===== src/rtl/spi_master_seq.sv =====
// Command sequencer that serialises 10-bit {cmd_type, payload} words into SPI
// frames for the slave/RAM subsystem and returns read-data bytes captured from MISO.
`timescale 1ns/1ps
module spi_master_seq #(
  parameter int ADDR_SIZE  = 8,
  parameter int RD_LATENCY = 2,
  parameter int GAP_CYCLES = 1
) (
  input  logic                 clk,
  input  logic                 rst_n,
  input  logic                 cmd_valid,
  output logic                 cmd_ready,
  input  logic [1:0]           cmd_type,
  input  logic [ADDR_SIZE-1:0] cmd_data,
  output logic                 SS_n,
  output logic                 MOSI,
  input  logic                 MISO,
  output logic                 rsp_valid,
  output logic [ADDR_SIZE-1:0] rsp_data,
  output logic                 busy,
  output logic                 seq_err
);

  localparam int SW   = ADDR_SIZE + 2;
  localparam int CW   = $clog2(SW + 16);

  typedef enum logic [2:0] {
    M_IDLE, M_START, M_CMD, M_SHIFT, M_WAIT, M_CAPTURE, M_END
  } state_e;

  state_e                state_q, state_d;
  logic [CW-1:0]         cnt_q, cnt_d;
  logic [SW-1:0]         shift_q, shift_d;
  logic [ADDR_SIZE-1:0]  cap_q, cap_d;
  logic [ADDR_SIZE-1:0]  rsp_data_q, rsp_data_d;
  logic                  is_rd_q, is_rd_d;
  logic                  rd_addr_seen_q, rd_addr_seen_d;
  logic                  ss_n_q, ss_n_d;
  logic                  mosi_q, mosi_d;
  logic                  ready_q, ready_d;
  logic                  busy_q, busy_d;
  logic                  rsp_valid_q, rsp_valid_d;
  logic                  seq_err_q, seq_err_d;
  logic                  accept;

  assign accept    = cmd_valid & ready_q;
  assign cmd_ready = ready_q;
  assign SS_n      = ss_n_q;
  assign MOSI      = mosi_q;
  assign busy      = busy_q;
  assign rsp_valid = rsp_valid_q;
  assign rsp_data  = rsp_data_q;
  assign seq_err   = seq_err_q;

  always_ff @(posedge clk or negedge rst_n) begin
    if (!rst_n) begin
      state_q        <= M_IDLE;
      cnt_q          <= '0;
      shift_q        <= '0;
      cap_q          <= '0;
      rsp_data_q     <= '0;
      is_rd_q        <= 1'b0;
      rd_addr_seen_q <= 1'b0;
      ss_n_q         <= 1'b1;
      mosi_q         <= 1'b0;
      ready_q        <= 1'b0;
      busy_q         <= 1'b0;
      rsp_valid_q    <= 1'b0;
      seq_err_q      <= 1'b0;
    end else begin
      state_q        <= state_d;
      cnt_q          <= cnt_d;
      shift_q        <= shift_d;
      cap_q          <= cap_d;
      rsp_data_q     <= rsp_data_d;
      is_rd_q        <= is_rd_d;
      rd_addr_seen_q <= rd_addr_seen_d;
      ss_n_q         <= ss_n_d;
      mosi_q         <= mosi_d;
      ready_q        <= ready_d;
      busy_q         <= busy_d;
      rsp_valid_q    <= rsp_valid_d;
      seq_err_q      <= seq_err_d;
    end
  end

  always_comb begin
    state_d = state_q;
    cnt_d   = cnt_q;
    unique case (state_q)
      M_IDLE:  if (accept) state_d = M_START;
      M_START: state_d = M_CMD;
      M_CMD: begin
        state_d = M_SHIFT;
        cnt_d   = CW'(SW - 1);
      end
      M_SHIFT: begin
        if (cnt_q == '0) begin
          state_d = is_rd_q ? M_WAIT : M_END;
          cnt_d   = is_rd_q ? CW'(RD_LATENCY - 1) : CW'(GAP_CYCLES - 1);
        end else begin
          cnt_d = cnt_q - 1'b1;
        end
      end
      M_WAIT: begin
        if (cnt_q == '0) begin
          state_d = M_CAPTURE;
          cnt_d   = CW'(ADDR_SIZE - 1);
        end else begin
          cnt_d = cnt_q - 1'b1;
        end
      end
      M_CAPTURE: begin
        if (cnt_q == '0) begin
          state_d = M_END;
          cnt_d   = CW'(GAP_CYCLES - 1);
        end else begin
          cnt_d = cnt_q - 1'b1;
        end
      end
      M_END: begin
        if (cnt_q == '0) state_d = M_IDLE;
        else             cnt_d   = cnt_q - 1'b1;
      end
      default: state_d = M_IDLE;
    endcase
  end

  // Outputs are decoded from the next state so every port comes straight from a flop.
  always_comb begin
    shift_d        = shift_q;
    cap_d          = cap_q;
    rsp_data_d     = rsp_data_q;
    is_rd_d        = is_rd_q;
    rd_addr_seen_d = rd_addr_seen_q;
    rsp_valid_d    = 1'b0;
    seq_err_d      = 1'b0;
    mosi_d         = 1'b0;
    ss_n_d         = (state_d == M_IDLE) || (state_d == M_END);
    ready_d        = (state_d == M_IDLE);
    busy_d         = (state_d != M_IDLE);

    if (accept) begin
      shift_d   = {cmd_type, cmd_data};
      is_rd_d   = (cmd_type == 2'b11);
      seq_err_d = (cmd_type == 2'b11) && !rd_addr_seen_q;
      if (cmd_type == 2'b10)      rd_addr_seen_d = 1'b1;
      else if (cmd_type == 2'b11) rd_addr_seen_d = 1'b0;
    end

    unique case (state_d)
      M_START: mosi_d = cmd_type[1];
      M_CMD:   mosi_d = shift_q[SW-1];
      M_SHIFT: begin
        mosi_d  = shift_q[SW-1];
        shift_d = shift_q << 1;
      end
      default: mosi_d = 1'b0;
    endcase

    if (state_q == M_CAPTURE) begin
      cap_d = {cap_q[ADDR_SIZE-2:0], MISO};
      if (state_d == M_END) begin
        rsp_data_d  = cap_d;
        rsp_valid_d = 1'b1;
      end
    end
  end

endmodule

===== config.mk =====
export PLATFORM = sky130hd
export DESIGN_NAME = spi_master_seq
export DESIGN_NICKNAME = d
export VERILOG_FILES = /design/src/rtl/spi_master_seq.sv
export SDC_FILE = /design/constraint.sdc
export NUM_CORES = 1
export LEC_CHECK = 0
export ABC_AREA = 1
export CAP_MARGIN = 20
export CORE_ASPECT_RATIO = 2
export CORE_UTILIZATION = 30
export CTS_CLUSTER_DIAMETER = 60
export CTS_CLUSTER_SIZE = 8
export DETAILED_ROUTE_END_ITERATION = 10
export PLACE_DENSITY_LB_ADDON = 0.25
export SYNTH_ARGS = -nofsm -noshare
export SYNTH_HDL_FRONTEND = slang
export SYNTH_SLANG_ARGS = --single-unit
export TNS_END_PERCENT = 10

===== constraint.sdc =====
create_clock -name clk -period 3.3 [get_ports clk]
set_input_delay 0.99 -clock clk [delete_from_list [all_inputs] [get_ports clk]]
set_output_delay 0.99 -clock clk [all_outputs]
set_load 0.1 [all_outputs]

==> results.json <==
{
  "status": "finished, final reports clean",
  "io_buffers": 27,
  "vdd_drop_max_uv": 493.3,
  "drive_above_1_share_pct": 14.13,
  "finalMaxSlewViolations": 0,
  "synth-seq-cells": 41,
  "fp-row-count": 41,
  "hold_violations": 0,
  "gp_congestion": 0.8744,
  "fin_setup_tns_ns": 0,
  "dp.final_hpwl_um": 2955,
  "pre_cts_slack_ns": 0.8262,
  "areaGrowthSynthToFinish_pct": 24.84,
  "post_drt_wl_per_cell_um": 10.91,
  "tightest_slew_ns": 0.8987,
  "core_area_um2": 6361,
  "antenna_found_initial": 0,
  "grt-ovfl-total": 0,
  "pin_count": 28,
  "timing.final.ws_setup_ns": 1.134,
  "grt_usage_pct": 13.47,
  "hold_ws_ns": 0.4285,
  "post_cts_buffers": 0,
  "antenna_left": 0,
  "rsz0062_at_grt": "no",
  "clkTransAtPathRegs_ns": 0.06,
  "syn_inst": 254,
  "grt_pass1_wl_um": 7065,
  "finalClockSkew_ns": 0.004869,
  "ys_types": 25,
  "drt_iter0_markers": 46,
  "netlist_area_um2": 2009,
  "fin_cells": 369,
  "wirelength_um": 4024,
  "ctsLongestPathBuffers": 2,
  "die_w_um": 59.87,
  "syn_avg_cell_area_um2": 7.911,
  "cts_buffers": 5,
  "power.density_nw_per_um2": 1081,
  "via_count": 1631,
  "clk_latency_ns": 0.29,
  "cts_tree": "done",
  "cellLeakagePower_nw": 1.335,
  "hp-class": "reg2reg",
  "ctsHoldBuffers": 0,
  "htree_num_levels": 2,
  "endpoint_kind": "register",
  "yosys_warnings": 0,
  "layout_common_cells": "nand2_1 (68), dfrtp_1 (40), inv_1 (33), nor2_1 (29), nand3_1 (27)",
  "synth-seq-area-share_pct": 51.12,
  "dp_cells": 361,
  "final.period_utilization_pct": 65.63,
  "arrival_ns": 2.34,
  "slew_headroom_pct": 40.09,
  "firstDrtPassIters": 4,
  "cts_sinks": 41,
  "start_kind": "primary input",
  "clock_tree.root_cell": "clkbuf_16",
  "die_h_um": 117.7,
  "setup_violations": 0,
  "final_common_cell": "nand2_1",
  "initial_core_util_pct": 31.59,
  "cp.required_ns": 3.48,
  "crit_type": "in2reg",
  "clock.fmax_mhz": 461.7,
  "drc": 0,
  "dieArea_um2": 7049,
  "grt_pass1_vias": 1575,
  "grt_max_degree": 42,
  "final_nets": 298,
  "drv_cap": 0,
  "period_minus_slack_ns": 2.166,
  "post_cts_resize_count": 0,
  "vias_per_cell": 4.420,
  "antenna_cells": 0,
  "path_max_fanout": 22,
  "syn_nets": 270
}
-- metal layers --
metal	wire (µm)	part of all wire [%]	global-route usage (%)
met1	1613	40	13.85
met2	2151	53	23.19
met3	109	2.7	2.967
met4	149	3.7	8.576
met5	0	0	0
-- power breakdown --
part	switching [mW]	internal [mW]	leakage [nW]
registers	0.120	0.702	0.508
logic	0.926	0.338	0.733
clock network	0.193	0.432	0.0938
-- per-stage QoR --
stage                     total power [mW]  instance area [µm²]  utilization [%]
after global routing                 2.899                 2509            39.44
after global placement               2.099                 2318            36.45
after detailed placement             2.109                 2318            36.45
after floorplan                      1.831                 2009                -
final                                2.711                 2509            39.44
after CTS                            2.749                 2509            39.44
-- worst paths after layout --
kind / cells after the start / slack [ns] / from / endpoint
max reg2reg: 9 / 1.40 / cnt_q[0] / shift_q[7]
min: 1 / 0.43 / rd_addr_seen_q / seq_err
max: 8 / 1.13 / cmd_valid / cmd_ready
min in group asynchronous: 1 / 0.83 / rst_n / rsp_valid
min reg2reg: 1 / 0.43 / rd_addr_seen_q / seq_err
max in group asynchronous: 1 / 1.90 / rst_n / cnt_q[3]
-- Yosys cell counts --
master / n / share of area [%]
a21oi_1: 2 / 0.50
buf_2: 2 / 0.50
buf_4: 2 / 0.75
clkbuf_1: 3 / 0.56
dfrtp_1: 40 / 50
dfstp_2: 1 / 1.3
ha_1: 2 / 1.2
inv_1: 33 / 6.2
inv_2: 5 / 0.93
nand2_1: 68 / 13
nand2_2: 1 / 0.31
nand2_4: 1 / 0.56
nand3_1: 27 / 6.7
nand3_2: 2 / 1.0
nand3_4: 1 / 0.87
nand4_1: 1 / 0.31
nor2_1: 29 / 5.4
nor2_2: 2 / 0.62
nor2_4: 1 / 0.56
nor3_1: 1 / 0.25
nor3b_2: 1 / 0.62
o211ai_2: 1 / 0.62
o21a_1: 1 / 0.37
o21ai_0: 24 / 6.0
xor2_1: 3 / 1.3
-- logic make-up after synthesis --
family | share of synthesized area (%)
flip-flops | 51.12
buffers and inverters | 8.904
adder cells (fa/ha/maj) | 1.245
AO/OA/AOI/OAI | 7.472
XOR/XNOR | 1.308
AND/OR/NAND/NOR | 29.95
-- cell type report --
cell class                 instances  area [µm²]
clock buffer                       5       125.1
clock inverter                     3       65.06
fill                             716        3852
inverter                          38       142.6
multi-input combinational        168       803.3
sequential                        41        1027
tap                               86       107.6
timing repair buffer              28       237.7
-- sequential cells by signal (all words and copies together) (netlist names), 3 cells and up --
signal and count:
rsp_data 8, cnt_q 5, shift_q 10, state_q 3, cap_q 7
-- worst max-delay path: stages --
cell             delay, ns
clkdlybuf4s50_1       0.45
nand2_1               0.39
nand2_1               0.17
nand3_1               0.08
nand2_1               0.09
inv_1                 0.05
nand3_2               0.08
inv_1                 0.04
Note: power is estimated with default switching activity, not from simulation.
